File: src/rtl/mem_lsu_if.sv
// Request/response and data-memory signal bundle for mem_lsu.
// master = pipeline/memory environment side, slave = the load/store unit.
interface mem_lsu_if;
  logic        req;
  logic        we;
  logic [1:0]  size;
  logic        unsigned_ld;
  logic [31:0] addr;
  logic [31:0] wdata;
  logic        busy;
  logic        done;
  logic [31:0] rdata;
  logic        misalign;
  logic        oob;
  logic [31:0] mem_dir;
  logic [31:0] mem_datain;
  logic        mem_writes;
  logic        mem_reads;
  logic [31:0] mem_dataout;

  modport master (
    output req, we, size, unsigned_ld, addr, wdata, mem_dataout,
    input  busy, done, rdata, misalign, oob,
    input  mem_dir, mem_datain, mem_writes, mem_reads
  );

  modport slave (
    input  req, we, size, unsigned_ld, addr, wdata, mem_dataout,
    output busy, done, rdata, misalign, oob,
    output mem_dir, mem_datain, mem_writes, mem_reads
  );
endinterface

File: src/rtl/mem_lsu.sv
// Byte-addressed load/store unit in front of a word-addressed data memory.
// Optional LSU_COUNT_EN adds saturating completed-load/store counters.
module mem_lsu #(
  parameter int MEM_WORDS = 32,
  parameter int ADDR_W    = 5
) (
  input  logic       clk,
  input  logic       rst_n,
  mem_lsu_if.slave   bus
`ifdef LSU_COUNT_EN
  ,
  output logic [15:0] ld_count,
  output logic [15:0] st_count
`endif
);

  // state  | meaning
  // IDLE   | waiting for req
  // ERR    | misaligned / out-of-range request, done with error flags
  // RD     | load read cycle, lane extracted at end
  // RMW_RD | sub-word store reads the old word
  // WR     | memory write cycle, dir/datain held from registers
  // DONE   | completion pulse
  typedef enum logic [2:0] {
    IDLE   = 3'd0,
    ERR    = 3'd1,
    RD     = 3'd2,
    RMW_RD = 3'd3,
    WR     = 3'd4,
    DONE   = 3'd5
  } state_t;

  localparam logic [ADDR_W:0] WORDS_L = (ADDR_W+1)'(MEM_WORDS);

  state_t            state;
  state_t            state_nx;
  logic [1:0]        size_q;
  logic              uns_q;
  logic [ADDR_W+1:0] addr_q;
  logic [15:0]       wlo_q;
  logic              mis_q;
  logic              oob_q;
  logic [31:0]       rdata_q;
  logic [31:0]       datain_q;
  logic              mis_in;
  logic              oob_in;
  logic              accept;

  function automatic logic [31:0] extract(input logic [31:0] word, input logic [1:0] sz,
                                          input logic [1:0] off, input logic uns);
    logic [7:0]  b;
    logic [15:0] h;
    logic [31:0] r;
    case (off)
      2'd0:    b = word[7:0];
      2'd1:    b = word[15:8];
      2'd2:    b = word[23:16];
      default: b = word[31:24];
    endcase
    h = off[1] ? word[31:16] : word[15:0];
    case (sz)
      2'b00:   r = {{24{~uns & b[7]}}, b};
      2'b01:   r = {{16{~uns & h[15]}}, h};
      default: r = word;
    endcase
    return r;
  endfunction

  function automatic logic [31:0] merge(input logic [31:0] old, input logic [15:0] wlo,
                                        input logic [1:0] sz, input logic [1:0] off);
    logic [31:0] r;
    r = old;
    if (sz == 2'b00) begin
      case (off)
        2'd0:    r[7:0]   = wlo[7:0];
        2'd1:    r[15:8]  = wlo[7:0];
        2'd2:    r[23:16] = wlo[7:0];
        default: r[31:24] = wlo[7:0];
      endcase
    end else if (off[1]) begin
      r[31:16] = wlo;
    end else begin
      r[15:0] = wlo;
    end
    return r;
  endfunction

  always_comb begin
    mis_in = (bus.size == 2'b11) ||
             (bus.size == 2'b01 && bus.addr[0]) ||
             (bus.size == 2'b10 && bus.addr[1:0] != 2'b00);
    oob_in = (bus.addr[31:ADDR_W+2] != '0) ||
             ({1'b0, bus.addr[ADDR_W+1:2]} >= WORDS_L);
  end

  assign accept = (state == IDLE) && bus.req;

  always_ff @(posedge clk or negedge rst_n) begin
    if (!rst_n) state <= IDLE;
    else        state <= state_nx;
  end

  always_comb begin
    state_nx = state;
    case (state)
      IDLE: begin
        if (bus.req) begin
          if (mis_in || oob_in)      state_nx = ERR;
          else if (!bus.we)          state_nx = RD;
          else if (bus.size == 2'b10) state_nx = WR;
          else                       state_nx = RMW_RD;
        end
      end
      ERR:     state_nx = IDLE;
      RD:      state_nx = DONE;
      RMW_RD:  state_nx = WR;
      WR:      state_nx = DONE;
      DONE:    state_nx = IDLE;
      default: state_nx = IDLE;
    endcase
  end

  // Write data is fully formed one edge before WR so the memory sees it stable all cycle.
  always_ff @(posedge clk or negedge rst_n) begin
    if (!rst_n) begin
      size_q   <= '0;
      uns_q    <= 1'b0;
      addr_q   <= '0;
      wlo_q    <= '0;
      mis_q    <= 1'b0;
      oob_q    <= 1'b0;
      rdata_q  <= '0;
      datain_q <= '0;
    end else begin
      case (state)
        IDLE: begin
          if (bus.req) begin
            size_q <= bus.size;
            uns_q  <= bus.unsigned_ld;
            addr_q <= bus.addr[ADDR_W+1:0];
            wlo_q  <= bus.wdata[15:0];
            mis_q  <= mis_in;
            oob_q  <= oob_in;
            if (bus.we) datain_q <= bus.wdata;
          end
        end
        RD:      rdata_q  <= extract(bus.mem_dataout, size_q, addr_q[1:0], uns_q);
        RMW_RD:  datain_q <= merge(bus.mem_dataout, wlo_q, size_q, addr_q[1:0]);
        default: ;
      endcase
    end
  end

  assign bus.busy       = (state != IDLE);
  assign bus.done       = (state == ERR) || (state == DONE);
  assign bus.misalign   = (state == ERR) && mis_q;
  assign bus.oob        = (state == ERR) && oob_q;
  assign bus.mem_reads  = (state == RD) || (state == RMW_RD);
  assign bus.mem_writes = (state == WR);
  assign bus.mem_dir    = {{(32-ADDR_W){1'b0}}, addr_q[ADDR_W+1:2]};
  assign bus.mem_datain = datain_q;
  assign bus.rdata      = rdata_q;

`ifdef LSU_COUNT_EN
  logic we_q;

  // DONE is only reached by accesses that passed the error checks.
  always_ff @(posedge clk or negedge rst_n) begin
    if (!rst_n) begin
      we_q     <= 1'b0;
      ld_count <= '0;
      st_count <= '0;
    end else begin
      if (accept) we_q <= bus.we;
      if (state == DONE) begin
        if (we_q) begin
          if (st_count != 16'hFFFF) st_count <= st_count + 16'd1;
        end else begin
          if (ld_count != 16'hFFFF) ld_count <= ld_count + 16'd1;
        end
      end
    end
  end
`else
  logic unused_accept;
  assign unused_accept = accept;
`endif

endmodule

File: src/flat_wrapper.sv
// flat-port wrapper written by rule: the top's interface ports become plain ports
module mem_lsu_flat 
#(
  parameter int MEM_WORDS = 32,
  parameter int ADDR_W    = 5
)
  (clk, rst_n, bus_req, bus_we, bus_size, bus_unsigned_ld, bus_addr, bus_wdata, bus_mem_dataout, bus_busy, bus_done, bus_rdata, bus_misalign, bus_oob, bus_mem_dir, bus_mem_datain, bus_mem_writes, bus_mem_reads);
  mem_lsu_if bus_i ();
  input  logic clk;
  input  logic rst_n;
  input wire logic [$bits(bus_i.req)-1:0] bus_req;
  input wire logic [$bits(bus_i.we)-1:0] bus_we;
  input wire logic [$bits(bus_i.size)-1:0] bus_size;
  input wire logic [$bits(bus_i.unsigned_ld)-1:0] bus_unsigned_ld;
  input wire logic [$bits(bus_i.addr)-1:0] bus_addr;
  input wire logic [$bits(bus_i.wdata)-1:0] bus_wdata;
  input wire logic [$bits(bus_i.mem_dataout)-1:0] bus_mem_dataout;
  output wire logic [$bits(bus_i.busy)-1:0] bus_busy;
  output wire logic [$bits(bus_i.done)-1:0] bus_done;
  output wire logic [$bits(bus_i.rdata)-1:0] bus_rdata;
  output wire logic [$bits(bus_i.misalign)-1:0] bus_misalign;
  output wire logic [$bits(bus_i.oob)-1:0] bus_oob;
  output wire logic [$bits(bus_i.mem_dir)-1:0] bus_mem_dir;
  output wire logic [$bits(bus_i.mem_datain)-1:0] bus_mem_datain;
  output wire logic [$bits(bus_i.mem_writes)-1:0] bus_mem_writes;
  output wire logic [$bits(bus_i.mem_reads)-1:0] bus_mem_reads;
  assign bus_i.req = bus_req;
  assign bus_i.we = bus_we;
  assign bus_i.size = bus_size;
  assign bus_i.unsigned_ld = bus_unsigned_ld;
  assign bus_i.addr = bus_addr;
  assign bus_i.wdata = bus_wdata;
  assign bus_i.mem_dataout = bus_mem_dataout;
  assign bus_busy = bus_i.busy;
  assign bus_done = bus_i.done;
  assign bus_rdata = bus_i.rdata;
  assign bus_misalign = bus_i.misalign;
  assign bus_oob = bus_i.oob;
  assign bus_mem_dir = bus_i.mem_dir;
  assign bus_mem_datain = bus_i.mem_datain;
  assign bus_mem_writes = bus_i.mem_writes;
  assign bus_mem_reads = bus_i.mem_reads;
  mem_lsu #(.MEM_WORDS(MEM_WORDS), .ADDR_W(ADDR_W)) u_core (.clk(clk), .rst_n(rst_n), .bus(bus_i));
endmodule
File: config.mk
export PLATFORM = sky130hd
export DESIGN_NAME = mem_lsu_flat
export DESIGN_NICKNAME = d
export VERILOG_FILES = /design/src/rtl/mem_lsu_if.sv /design/src/rtl/mem_lsu.sv /design/src/flat_wrapper.sv
export SDC_FILE = /design/constraint.sdc
export NUM_CORES = 1
export LEC_CHECK = 0
export ABC_AREA = 1
export BUFFER_PORTS_ARGS = -buffer_cell sky130_fd_sc_hd__buf_2
export CAP_MARGIN = 10
export CORE_MARGIN = 1
export CORE_UTILIZATION = 23
export CTS_CLUSTER_SIZE = 24
export DETAILED_ROUTE_END_ITERATION = 12
export MAX_ROUTING_LAYER = met4
export PLACE_DENSITY = 0.42
export SLEW_MARGIN = 20
export SYNTH_ARGS = -nofsm -noshare
export SYNTH_HDL_FRONTEND = slang
export SYNTH_SLANG_ARGS = --single-unit
File: constraint.sdc
create_clock -name clk -period 1.5 [get_ports clk]
set_input_delay 0.075 -clock clk [delete_from_list [all_inputs] [get_ports clk]]
set_output_delay 0.075 -clock clk [all_outputs]
set_load 0.1 [all_outputs]
==> results of run 1 <==
per-layer routing:
| metal | vias up | routed length, microns |
|---|---|---|
| met3 | 30 | 1190 |
| met5 | - | 0 |
| met1 | 2935 | 11100 |
| met4 | 0 | 431 |
| li1 | 3112 | - |
| met2 | 213 | 11200 |
cells by family (layout without fill, tap and decap cells):
family | after synthesis | after routing | synth area share
AO/OA/AOI/OAI | 232 | 232 | 0.230
other | 1 | 28 | 0.000631
buffers and inverters | 147 | 376 | 0.128
flip-flops | 95 | 95 | 0.400
AND/OR/NAND/NOR | 325 | 325 | 0.241
repair_timing:
action                                  4_1_cts  5_1_grt
resized for setup                            10       93
gates cloned                                  0       13
endpoints found under the setup margin       21       60
hold buffers                                 34        0
hold endpoints to repair                    131        0
buffers inserted                              3        9
pin swaps                                     4       41
power groups by stage:
stage,clock network [mW],registers [mW],logic (mW)
after global routing,2.72,4.14,14.0
after global placement,0,4.05,11.5
after floorplan,0,6.85,5.59
after CTS,2.64,4.01,11.7
final,2.55,4.04,13.3
after detailed placement,0,4.04,11.6
placed cells by master (no fill, tap or decap), types with 2 or more instances in the layout:
cell / synthesis / layout
nand2_1: 194 / 184
buf_2: 19 / 170
dfrtp_1: 95 / 91
o21ai_0: 73 / 58
a21oi_1: 76 / 58
inv_1: 56 / 55
nor2_1: 58 / 49
o211ai_1: 48 / 48
buf_4: 36 / 40
nand3_1: 38 / 35
dlygate4sd3_1: 0 / 34
conb_1: 1 / 27
o21ai_1: 11 / 22
buf_12: 0 / 22
clkbuf_16: 0 / 21
or2_2: 17 / 17
a21oi_2: 0 / 17
o21ai_2: 10 / 14
buf_6: 5 / 14
nor2_4: 4 / 10
nand2_2: 4 / 9
nand2_4: 2 / 6
inv_4: 1 / 6
a2bb2oi_1: 7 / 6
nand3_2: 2 / 4
buf_8: 1 / 4
dfrtp_2: 0 / 4
inv_2: 9 / 3
a32o_1: 3 / 3
nor2_2: 0 / 3
nand3_4: 1 / 2
a211oi_1: 2 / 2
bufinv_16: 0 / 2
clkbuf_8: 0 / 2
layout make-up:
| type | count | area (sq um) |
|---|---|---|
| Clock inverter | 3 | 67.6 |
| Antenna cell | 1 | 2.50 |
| Clock buffer | 11 | 253 |
| Multi-Input combinational cell | 584 | 3130 |
| Tap cell | 330 | 413 |
| Timing Repair Buffer | 296 | 2450 |
| Fill cell | 2752 | 16300 |
| Sequential cell | 95 | 2380 |
| Inverter | 66 | 283 |
worst reg2reg max path: stages (launching register included):
cell and delay (ns):
dfrtp_2 0.47, buf_4 0.17, clkbuf_16 0.15, nand2_1 0.06, o21ai_0 0.15, o21ai_1 0.25, nor2_1 0.07, a2bb2oi_1 0.15
flip-flops by register name, indices dropped and copies added, names as in the netlist:
name / flops
u_core.addr_q: 7
u_core.oob_q: 1
u_core.wlo_q: 16
u_core.bus.rdata: 32
u_core.bus.mem_datain: 32
u_core.size_q: 2
u_core.uns_q: 1
u_core.state: 3
u_core.mis_q: 1
worst max-delay path by stage:
| stage | from | to | slack [ns] | cells after the start |
|---|---|---|---|---|
| floorplan | u_core.state[0]$_DFFE_PN0P_ | bus_misalign | -0.22 | 4 |
| global placement | u_core.size_q[1]$_DFFE_PN0P_ | u_core.bus.rdata[4]$_DFFE_PN0N_ | 0.006 | 8 |
| detailed placement | u_core.addr_q[1]$_DFFE_PN0P_ | u_core.bus.rdata[27]$_DFFE_PN0N_ | -0.02 | 8 |
| CTS | u_core.state[1]$_DFFE_PN0P_ | bus_misalign | 0.002 | 5 |
| global route | u_core.addr_q[1]$_DFFE_PN0P_ | u_core.bus.rdata[19]$_DFFE_PN0N_ | -0.1 | 9 |
| finish | u_core.addr_q[1]$_DFFE_PN0P_ | u_core.bus.rdata[13]$_DFFE_PN0N_ | -0.04 | 7 |
metrics by stage:
| stage | total power [mW] | setup WS (ns) | hold slack (ns) |
|---|---|---|---|
| after floorplan | 12.4 | -0.216 | -0.221 |
| after global routing | 20.9 | -0.0991 | 0.0112 |
| after global placement | 15.6 | 0.00606 | 0.0122 |
| final | 19.9 | -0.0376 | 0.00844 |
| after CTS | 18.4 | 0.00236 | 0.00843 |
| after detailed placement | 15.6 | -0.0190 | 0.0120 |
==> impl_metrics.py, run 1 <==
metrics = {
    "placement": {
        "gp_congestion": 0.863,
        "place_inst": 1312,
        "placed_cell_area_sq_um": 7610,
        "numPortBuffers": 177,
        "dp_hpwl_microns": 17400,
    },
    "synth": {
        "synth.area.top_cells": "dfrtp_1, nand2_1, a21oi_1",
        "synth_edf_count": 0,
        "yosys_warnings": 0,
        "yosysSeqAreaShare": 0.400,
        "netlist_area_sq_um": 5950,
        "synth_cell_types": 35,
        "yosysTopAreaCell": "dfrtp_1",
        "ys_ff_latch": 95,
        "synthFlopType": "dfrtp_1",
        "netlist.area_leader.share": 0.400,
        "yosysMostFrequentCell": "nand2_1",
        "synth_common_cells": "nand2_1, dfrtp_1, a21oi_1",
        "async_reset_ff_frac": 1.00,
        "synth_cells": 800,
        "avgSynthCellArea_sq_um": 7.43,
    },
    "run_status": {
        "violations": "setup timing",
        "status": "finished, violations left",
    },
    "power": {
        "p_per_area_nw_per_um2": 2210,
        "comb_power_share": 0.669,
        "seq_power_share": 0.203,
        "intPower_mw": 9.20,
        "pwr-share-clk": 0.128,
        "leakage_nw": 4.37,
        "swShare": 0.537,
        "irDropWorstVdd_v": 0.00125,
        "power_switching_mw": 10.7,
    },
    "worst_setup_path": {
        "crit_required_ns": 1.77,
        "ff2ff_path_depth": 7,
        "critPathTopFamily": "compound AO/OA/AOI/OAI gates",
        "path_buf_inv": 2,
        "path_cells": "buf_4 -> clkbuf_16 -> nand2_1 -> o21ai_0 -> o21ai_1 -> nor2_1 -> a2bb2oi_1",
        "endpoint_kind": "flip-flop",
        "path_max_fanout": 6,
        "r2r-end": "u_core.bus.rdata[13]$_DFFE_PN0N_",
        "arrival_ns": 1.81,
        "reg2reg_from": "u_core.addr_q[1]$_DFFE_PN0P_",
        "r2r_slack_ns": -0.04,
        "crit_type": "reg -> reg",
        "start_kind": "flip-flop",
        "slowest_stage": "dfrtp_2",
        "critical-path-max-stage-delay_ns": 0.47,
    },
    "route": {
        "drt_iter0_drc": 384,
        "drt_wl_total_microns": 24000,
        "vias_per_cell": 4.54,
        "drcViolationCount": 0,
        "num_vias": 6290,
        "postRouteAntennaNets": 0,
        "firstDrtPassIters": 5,
        "wire_per_inst_microns": 17.3,
    },
    "hold_path": {
        "hold_depth": 3,
        "min-delay-start": "bus_wdata[16]",
        "hold_class": "in -> reg",
        "hold_path_end": "u_core.bus.mem_datain[16]$_DFFE_PN0P_",
    },
    "sta": {
        "maxSlewViolCount": 0,
        "slew_headroom": 0.653,
        "period_share": 1.03,
        "setup_tns_ns": -0.253,
        "fmax_ghz": 0.650,
        "finClkSkew_ns": 0.00718,
        "final.setup.worst_slack_ns": -0.0376,
        "worstMarginPinSlew_ns": 0.524,
        "final.min_clock_period_ns": 1.54,
        "finalHoldViolCount": 0,
        "rsz0062_at_grt": "yes",
        "setup_viol": 19,
    },
    "clocking": {
        "cts_root_buf": "clkbuf_16",
        "cts_tree": "yes",
        "clkLatencyLatePin_ns": 0.35,
        "cts_buffer_depth": 2,
        "ctsHtreeMaxLevel": 3,
        "cts_buffers": 9,
        "clock-sinks": 95,
        "cts.clk_slew.worst_paths_ns": 0.07,
    },
    "global_routing": {
        "grt_pass1_vias": 5912,
        "grt-busiest-layer": "met2",
        "grt_overflow": 0,
        "use_met2": 0.275,
        "grt_usage": 0.177,
        "grt_max_degree": 45,
        "grt.met3_usage": 0.0303,
        "grt_pass1_wl_microns": 34200,
        "antenna_found_initial": 1,
        "met1_usage": 0.235,
    },
    "floorplanning": {
        "row_count": 58,
        "die_h_microns": 163,
        "fp.dieArea_sq_um": 26500,
        "coreArea_sq_um": 25300,
        "initial_utilization": 0.235,
        "io_pins": 205,
        "die_w_microns": 163,
    },
    "layout": {
        "syn_to_final_growth_pct": 51.1,
        "fin_nets": 1155,
        "utilization": 0.356,
        "stdcell_count": 1386,
        "drive_gt1_frac": 0.358,
        "final_area_sq_um": 8980,
    },
    "flow_run": {
        "drv_cap": 0,
    },
}
(Power assumes the default switching activity.)
==> run 2, diff against run 1 <==
--- a/config.mk
+++ b/config.mk
@@ -6,10 +6,10 @@
 export NUM_CORES = 1
 export LEC_CHECK = 0
 export ABC_AREA = 1
-export BUFFER_PORTS_ARGS = -buffer_cell sky130_fd_sc_hd__buf_2
-export CAP_MARGIN = 10
+export BUFFER_PORTS_ARGS = -buffer_cell sky130_fd_sc_hd__buf_4
 export CORE_MARGIN = 1
 export CORE_UTILIZATION = 23
+export CTS_BUF_LIST = sky130_fd_sc_hd__clkbuf_8
 export CTS_CLUSTER_SIZE = 24
 export DETAILED_ROUTE_END_ITERATION = 12
 export MAX_ROUTING_LAYER = met4
==> run 2 against run 1 <==
The run still ends with setup timing left. Setup slack got worse by 0.019 ns. Die area unchanged. Combinational power about the same. Maximum frequency decreased by 1.2%. Flip-flop and latch count stayed put. Sequential share of layout area down 1.7 points. Via count up 1.2%. Sequential power rose by 1%. Clock-buffer cell count down 2. Register-to-register slack hardly changed.
==> impl_metrics.py, run 2 (synthesis gave the netlist of run 1 again) <==
metrics = {
    "layout": {
        "drive_gt1_frac": 0.382,
        "stdcell_count": 1406,
        "multi_input_area_sq_um": 3300,
        "seqCellArea_sq_um": 2380,
        "layout_commonest_cell": "buf_4",
        "fin_nets": 1173,
        "final_cell_mix": "buf_4, nand2_1, dfrtp_1",
        "final_area_sq_um": 9580,
        "utilization": 0.379,
        "n_fill_cell": 2675,
        "syn_to_final_growth_pct": 61.2,
    },
    "worst_setup_path": {
        "path_max_fanout": 3,
        "path_cells": "inv_2 -> buf_4 -> nand2_4 -> nor2_4 -> buf_12",
        "arrival_ns": 1.48,
        "crit_type": "reg -> out",
        "critical-path-max-stage-delay_ns": 0.45,
        "critPathTopFamily": "flip-flops",
        "crit_required_ns": 1.42,
        "slowest_stage": "dfrtp_2",
        "endpoint_kind": "primary output",
        "path_buf_inv": 3,
        "start_kind": "flip-flop",
    },
    "global_routing": {
        "grt_pass1_vias": 5918,
        "grt_usage": 0.177,
        "grt-busiest-layer": "met2",
        "use_met2": 0.281,
        "met1_usage": 0.232,
        "grt_pass1_wl_microns": 34100,
        "grt.met3_usage": 0.0260,
        "antenna_found_initial": 1,
        "grt_overflow": 0,
        "grt_max_degree": 57,
    },
    "clocking": {
        "cts_buffers": 9,
        "cts_tree": "yes",
        "cts_buffer_depth": 2,
        "clkLatencyLatePin_ns": 0.41,
        "cts.clk_slew.worst_paths_ns": 0.10,
        "ctsHtreeMaxLevel": 3,
        "clock-sinks": 95,
        "cts_root_buf": "clkbuf_8",
    },
    "route": {
        "wire_per_inst_microns": 17.1,
        "drt_iter0_drc": 424,
        "vias_per_cell": 4.53,
        "drt_wl_total_microns": 24100,
        "num_vias": 6368,
        "drcViolationCount": 0,
        "firstDrtPassIters": 4,
        "postRouteAntennaNets": 0,
    },
    "floorplanning": {
        "row_count": 58,
        "io_pins": 205,
        "fp.dieArea_sq_um": 26500,
        "initial_utilization": 0.235,
        "die_w_microns": 163,
        "coreArea_sq_um": 25300,
        "die_h_microns": 163,
    },
    "power": {
        "irDropWorstVdd_v": 0.00125,
        "finalPower_mw": 19.5,
        "p_per_area_nw_per_um2": 2040,
        "leakage_nw": 4.53,
    },
    "sta": {
        "fmax_ghz": 0.642,
        "final.setup.worst_slack_ns": -0.0570,
        "slew_headroom": 0.637,
        "rsz0062_at_grt": "yes",
        "finClkSkew_ns": 0.0172,
        "final.min_clock_period_ns": 1.56,
        "setup_tns_ns": -0.324,
        "maxSlewViolCount": 0,
        "worstMarginPinSlew_ns": 0.544,
        "period_share": 1.04,
        "finalHoldViolCount": 0,
        "setup_viol": 17,
        "hold_ws_ns": 0.0172,
    },
    "placement": {
        "numPortBuffers": 177,
        "post-place-ws_ns": -0.0697,
        "placed_cell_area_sq_um": 7910,
        "gp_congestion": 0.849,
        "place_inst": 1311,
        "dp_hpwl_microns": 17300,
    },
    "run_status": {
        "violations": "setup timing",
        "status": "finished, violations left",
    },
    "flow_run": {
        "drv_cap": 0,
    },
    "hold_path": {
        "hold_class": "in -> reg",
    },
}
-- run 2: cell types whose count changed in the layout (fill, tap and decap cells not counted), moves of 6 or more --
cell and delta:
nor2_1 -10, dlygate4sd3_1 +12, o21ai_1 +6, buf_4 +175, clkbuf_16 -11, or2_4 +9
buf_2 -170, clkbuf_8 +7, nor2_4 +6, or2_2 -9
-- run 2: cell type report --
class	count	share of cell area
Multi-Input combinational cell	585	0.344
Clock buffer	9	0.0129
Sequential cell	95	0.249
Clock inverter	7	0.00823
Timing Repair Buffer	313	0.313
Tap cell	330	0.0431
Inverter	66	0.0298
Antenna cell	1	0.000261
-- run 2: metal layers --
layer,part of all wire,vias to the layer above
met5,0,-
met4,0.013,0
met3,0.047,18
met2,0.47,182
met1,0.47,3011
li1,-,3157
-- run 2: worst register-to-register path, delay by kind of cell, from the launching register on --
kind            cells  cell delay [ns]
compound gates      3             0.24
buf+inv             2             0.29
flops               1             0.46
simple gates        3             0.43
-- run 2: timing repair --
item / CTS / global route
pin swaps: 7 / 63
cloned: 0 / 12
endpoints found under the setup margin: 18 / 70
setup buffers: 6 / 14
hold buffers: 46 / 0
endpoints found under the hold margin: 157 / 0
gates resized for setup: 26 / 144
-- run 2: worst paths after layout --
check | start | to | slack, ns | depth (start not counted)
max in group asynchronous | rst_n | u_core.bus.rdata[2]$_DFFE_PN0N_ | 0.80 | 3
setup reg to reg | u_core.size_q[1]$_DFFE_PN0P_ | u_core.bus.mem_datain[7]$_DFFE_PN0P_ | -0.03 | 8
setup / recovery | u_core.state[2]$_DFFE_PN0P_ | bus_misalign | -0.06 | 5
hold / removal | bus_addr[19] | u_core.state[1]$_DFFE_PN0P_ | 0.02 | 6
min in group asynchronous | rst_n | u_core.bus.mem_datain[27]$_DFFE_PN0P_ | 0.17 | 3
hold reg to reg | u_core.bus.mem_datain[1]$_DFFE_PN0P_ | u_core.bus.mem_datain[1]$_DFFE_PN0P_ | 0.48 | 2
-- run 2: where the power goes --
group	leakage, nW	switching [mW]	internal [mW]	total [mW]
Sequential	1.15	0.726	3.37	4.09
Combinational	3.28	9.07	4.51	13.6
Clock	0.0982	1.07	0.792	1.87
Total	4.53	10.9	8.67	19.5
==> run 3, diff against run 2 <==
--- a/config.mk
+++ b/config.mk
@@ -8,12 +8,13 @@
 export ABC_AREA = 1
 export BUFFER_PORTS_ARGS = -buffer_cell sky130_fd_sc_hd__buf_4
 export CORE_MARGIN = 1
-export CORE_UTILIZATION = 23
+export CORE_UTILIZATION = 45
 export CTS_BUF_LIST = sky130_fd_sc_hd__clkbuf_8
 export CTS_CLUSTER_SIZE = 24
 export DETAILED_ROUTE_END_ITERATION = 12
 export MAX_ROUTING_LAYER = met4
-export PLACE_DENSITY = 0.42
+export PLACE_DENSITY = 0.78
+export REMOVE_ABC_BUFFERS = 1
 export SLEW_MARGIN = 20
 export SYNTH_ARGS = -nofsm -noshare
 export SYNTH_HDL_FRONTEND = slang
==> run 3 against run 2 <==
The run still ends with setup timing left. Via count up 1.8%. Global-route usage up 12 points. Critical path depth up 4. Non-clock buffer count down 28. Largest cell class unchanged.
==> impl_metrics.py, run 3 (synthesis gave the netlist of run 1 again) <==
metrics = {
    "placement": {
        "placed_cell_area_sq_um": 7550,
        "post-place-ws_ns": 0.0105,
        "numPortBuffers": 177,
        "gp_congestion": 0.900,
        "dp_hpwl_microns": 13200,
    },
    "worst_setup_path": {
        "start_kind": "flip-flop",
        "arrival_ns": 1.87,
        "r2r_slack_ns": -0.1,
        "crit_required_ns": 1.78,
        "cpMostUsedCell": "nand2_2",
        "critPathTopFamily": "simple AND/OR/NAND/NOR gates",
        "path_max_fanout": 5,
        "critical-path-max-stage-delay_ns": 0.40,
        "path_cells": "inv_2 -> nand2_2 -> nor2_4 -> nand2_2 -> nand2_4 -> clkinv_8 -> clkbuf_16 -> o211ai_1 -> nand2_1",
        "crit_type": "reg -> reg",
        "endpoint_kind": "flip-flop",
        "path_buf_inv": 3,
        "slowest_stage": "dfrtp_1",
    },
    "floorplanning": {
        "row_count": 41,
        "coreArea_sq_um": 12800,
        "io_pins": 205,
        "die_w_microns": 117,
        "die_h_microns": 117,
        "initial_utilization": 0.465,
        "fp.dieArea_sq_um": 13700,
    },
    "sta": {
        "final.setup.worst_slack_ns": -0.0958,
        "finClkSkew_ns": 0.0173,
        "final.min_clock_period_ns": 1.60,
        "period_share": 1.06,
        "fmax_ghz": 0.627,
        "finalHoldViolCount": 0,
        "rsz0062_at_grt": "yes",
        "setup_viol": 45,
        "maxSlewViolCount": 0,
    },
    "clocking": {
        "cts.clk_slew.worst_paths_ns": 0.10,
        "cts_root_buf": "clkbuf_8",
        "cts_tree": "yes",
        "cts_buffers": 9,
        "cts_buffer_depth": 2,
        "ctsHtreeMaxLevel": 3,
        "clock-sinks": 95,
        "clkLatencyLatePin_ns": 0.40,
    },
    "route": {
        "postRouteAntennaNets": 0,
        "drcViolationCount": 0,
        "drt_iter0_drc": 589,
        "wire_per_inst_microns": 16.6,
        "firstDrtPassIters": 6,
        "vias_per_cell": 5.32,
        "drt_wl_total_microns": 20300,
        "num_vias": 6481,
    },
    "layout": {
        "utilization": 0.684,
        "syn_to_final_growth_pct": 47.0,
        "fin_nets": 1144,
        "final_cell_mix": "buf_4, nand2_1, dfrtp_1",
        "diodes": 0,
        "drive_gt1_frac": 0.325,
        "layout_commonest_cell": "buf_4",
        "final_area_sq_um": 8740,
    },
    "global_routing": {
        "grt_usage": 0.299,
        "grt_max_degree": 42,
        "grt_pass1_vias": 5862,
        "grt_overflow": 0,
        "antenna_found_initial": 0,
        "grt_pass1_wl_microns": 29900,
    },
    "power": {
        "leakage_nw": 4.30,
        "p_per_area_nw_per_um2": 2080,
        "irDropWorstVdd_v": 0.00148,
    },
    "run_status": {
        "status": "finished, violations left",
        "violations": "setup timing",
    },
    "flow_run": {
        "drv_cap": 0,
    },
    "hold_path": {
        "hold_class": "in -> reg",
    },
}
[run 3: cell count changes in the layout (fill, tap and decap cells not counted), moves of 9 or more]
cell     before  now
a21oi_1      53   62
buf_4       215  203
nor2_1       39   52
nor2_4       16    7
o21ai_0      53   70
o21ai_1      28    9
or2_2         8   17
or2_4         9    0
[run 3: final cells by class]
type / count / area (sq um)
Clock inverter: 4 / 45.0
Tap cell: 172 / 215
Sequential cell: 95 / 2380
Inverter: 66 / 270
Fill cell: 1013 / 4030
Multi-Input combinational cell: 584 / 3050
Timing Repair Buffer: 285 / 2620
Clock buffer: 12 / 165
[run 3: timing repair]
item,CTS,global route
pin swaps,2,15
setup buffers,1,11
resized for setup,22,54
hold buffers,48,0
hold endpoints to repair,94,0
endpoints found under the setup margin,5,84
gates cloned,1,4
[run 3: per-stage QoR]
| step | hold slack [ns] | cells | power (mW) | TNS (ns) |
|---|---|---|---|---|
| global placement | 0.0461 | 1137 | 14.9 | 0 |
| finish | 0.00780 | 1218 | 18.1 | -2.24 |
| floorplan | -0.221 | 745 | 11.7 | -65.95 |
| global route | 0.0264 | 1218 | 19.1 | -7.21 |
| CTS | 0.00269 | 1203 | 17.1 | -0.0521 |
| detailed placement | 0.0515 | 1137 | 15.0 | 0 |
[run 3: metal layers]
| metal | global-route usage | part of all wire | vias up |
|---|---|---|---|
| li1 | - | - | 3081 |
| met3 | 0.0690 | 0.097 | 43 |
| met2 | 0.479 | 0.48 | 357 |
| met5 | - | 0 | - |
| met4 | 0.0835 | 0.023 | 0 |
| met1 | 0.380 | 0.40 | 3000 |
[run 3: final timing paths]
path,startpoint,cells past startpoint,end
max,u_core.state[0]$_DFFE_PN0P_,9,u_core.bus.mem_datain[7]$_DFFE_PN0P_
max in group asynchronous,rst_n,3,u_core.wlo_q[9]$_DFFE_PN0P_
min,bus_addr[15],6,u_core.state[1]$_DFFE_PN0P_
max reg2reg,u_core.state[0]$_DFFE_PN0P_,9,u_core.bus.mem_datain[7]$_DFFE_PN0P_
min reg2reg,u_core.bus.mem_datain[10]$_DFFE_PN0P_,2,u_core.bus.mem_datain[10]$_DFFE_PN0P_
min in group asynchronous,rst_n,2,u_core.bus.mem_datain[16]$_DFFE_PN0P_
[run 3: worst reg2reg max path, stage by stage (launching register included)]
cell	delay (ns)
dfrtp_1	0.40
inv_2	0.11
nand2_2	0.10
nor2_4	0.20
nand2_2	0.10
nand2_4	0.12
clkinv_8	0.09
clkbuf_16	0.17
o211ai_1	0.10
nand2_1	0.08
[run 3: power by group]
| group | leakage (nW) | internal [mW] | switching [mW] |
|---|---|---|---|
| clock network | 0.111 | 0.898 | 0.981 |
| logic | 3.04 | 3.75 | 8.51 |
| registers | 1.15 | 3.37 | 0.639 |
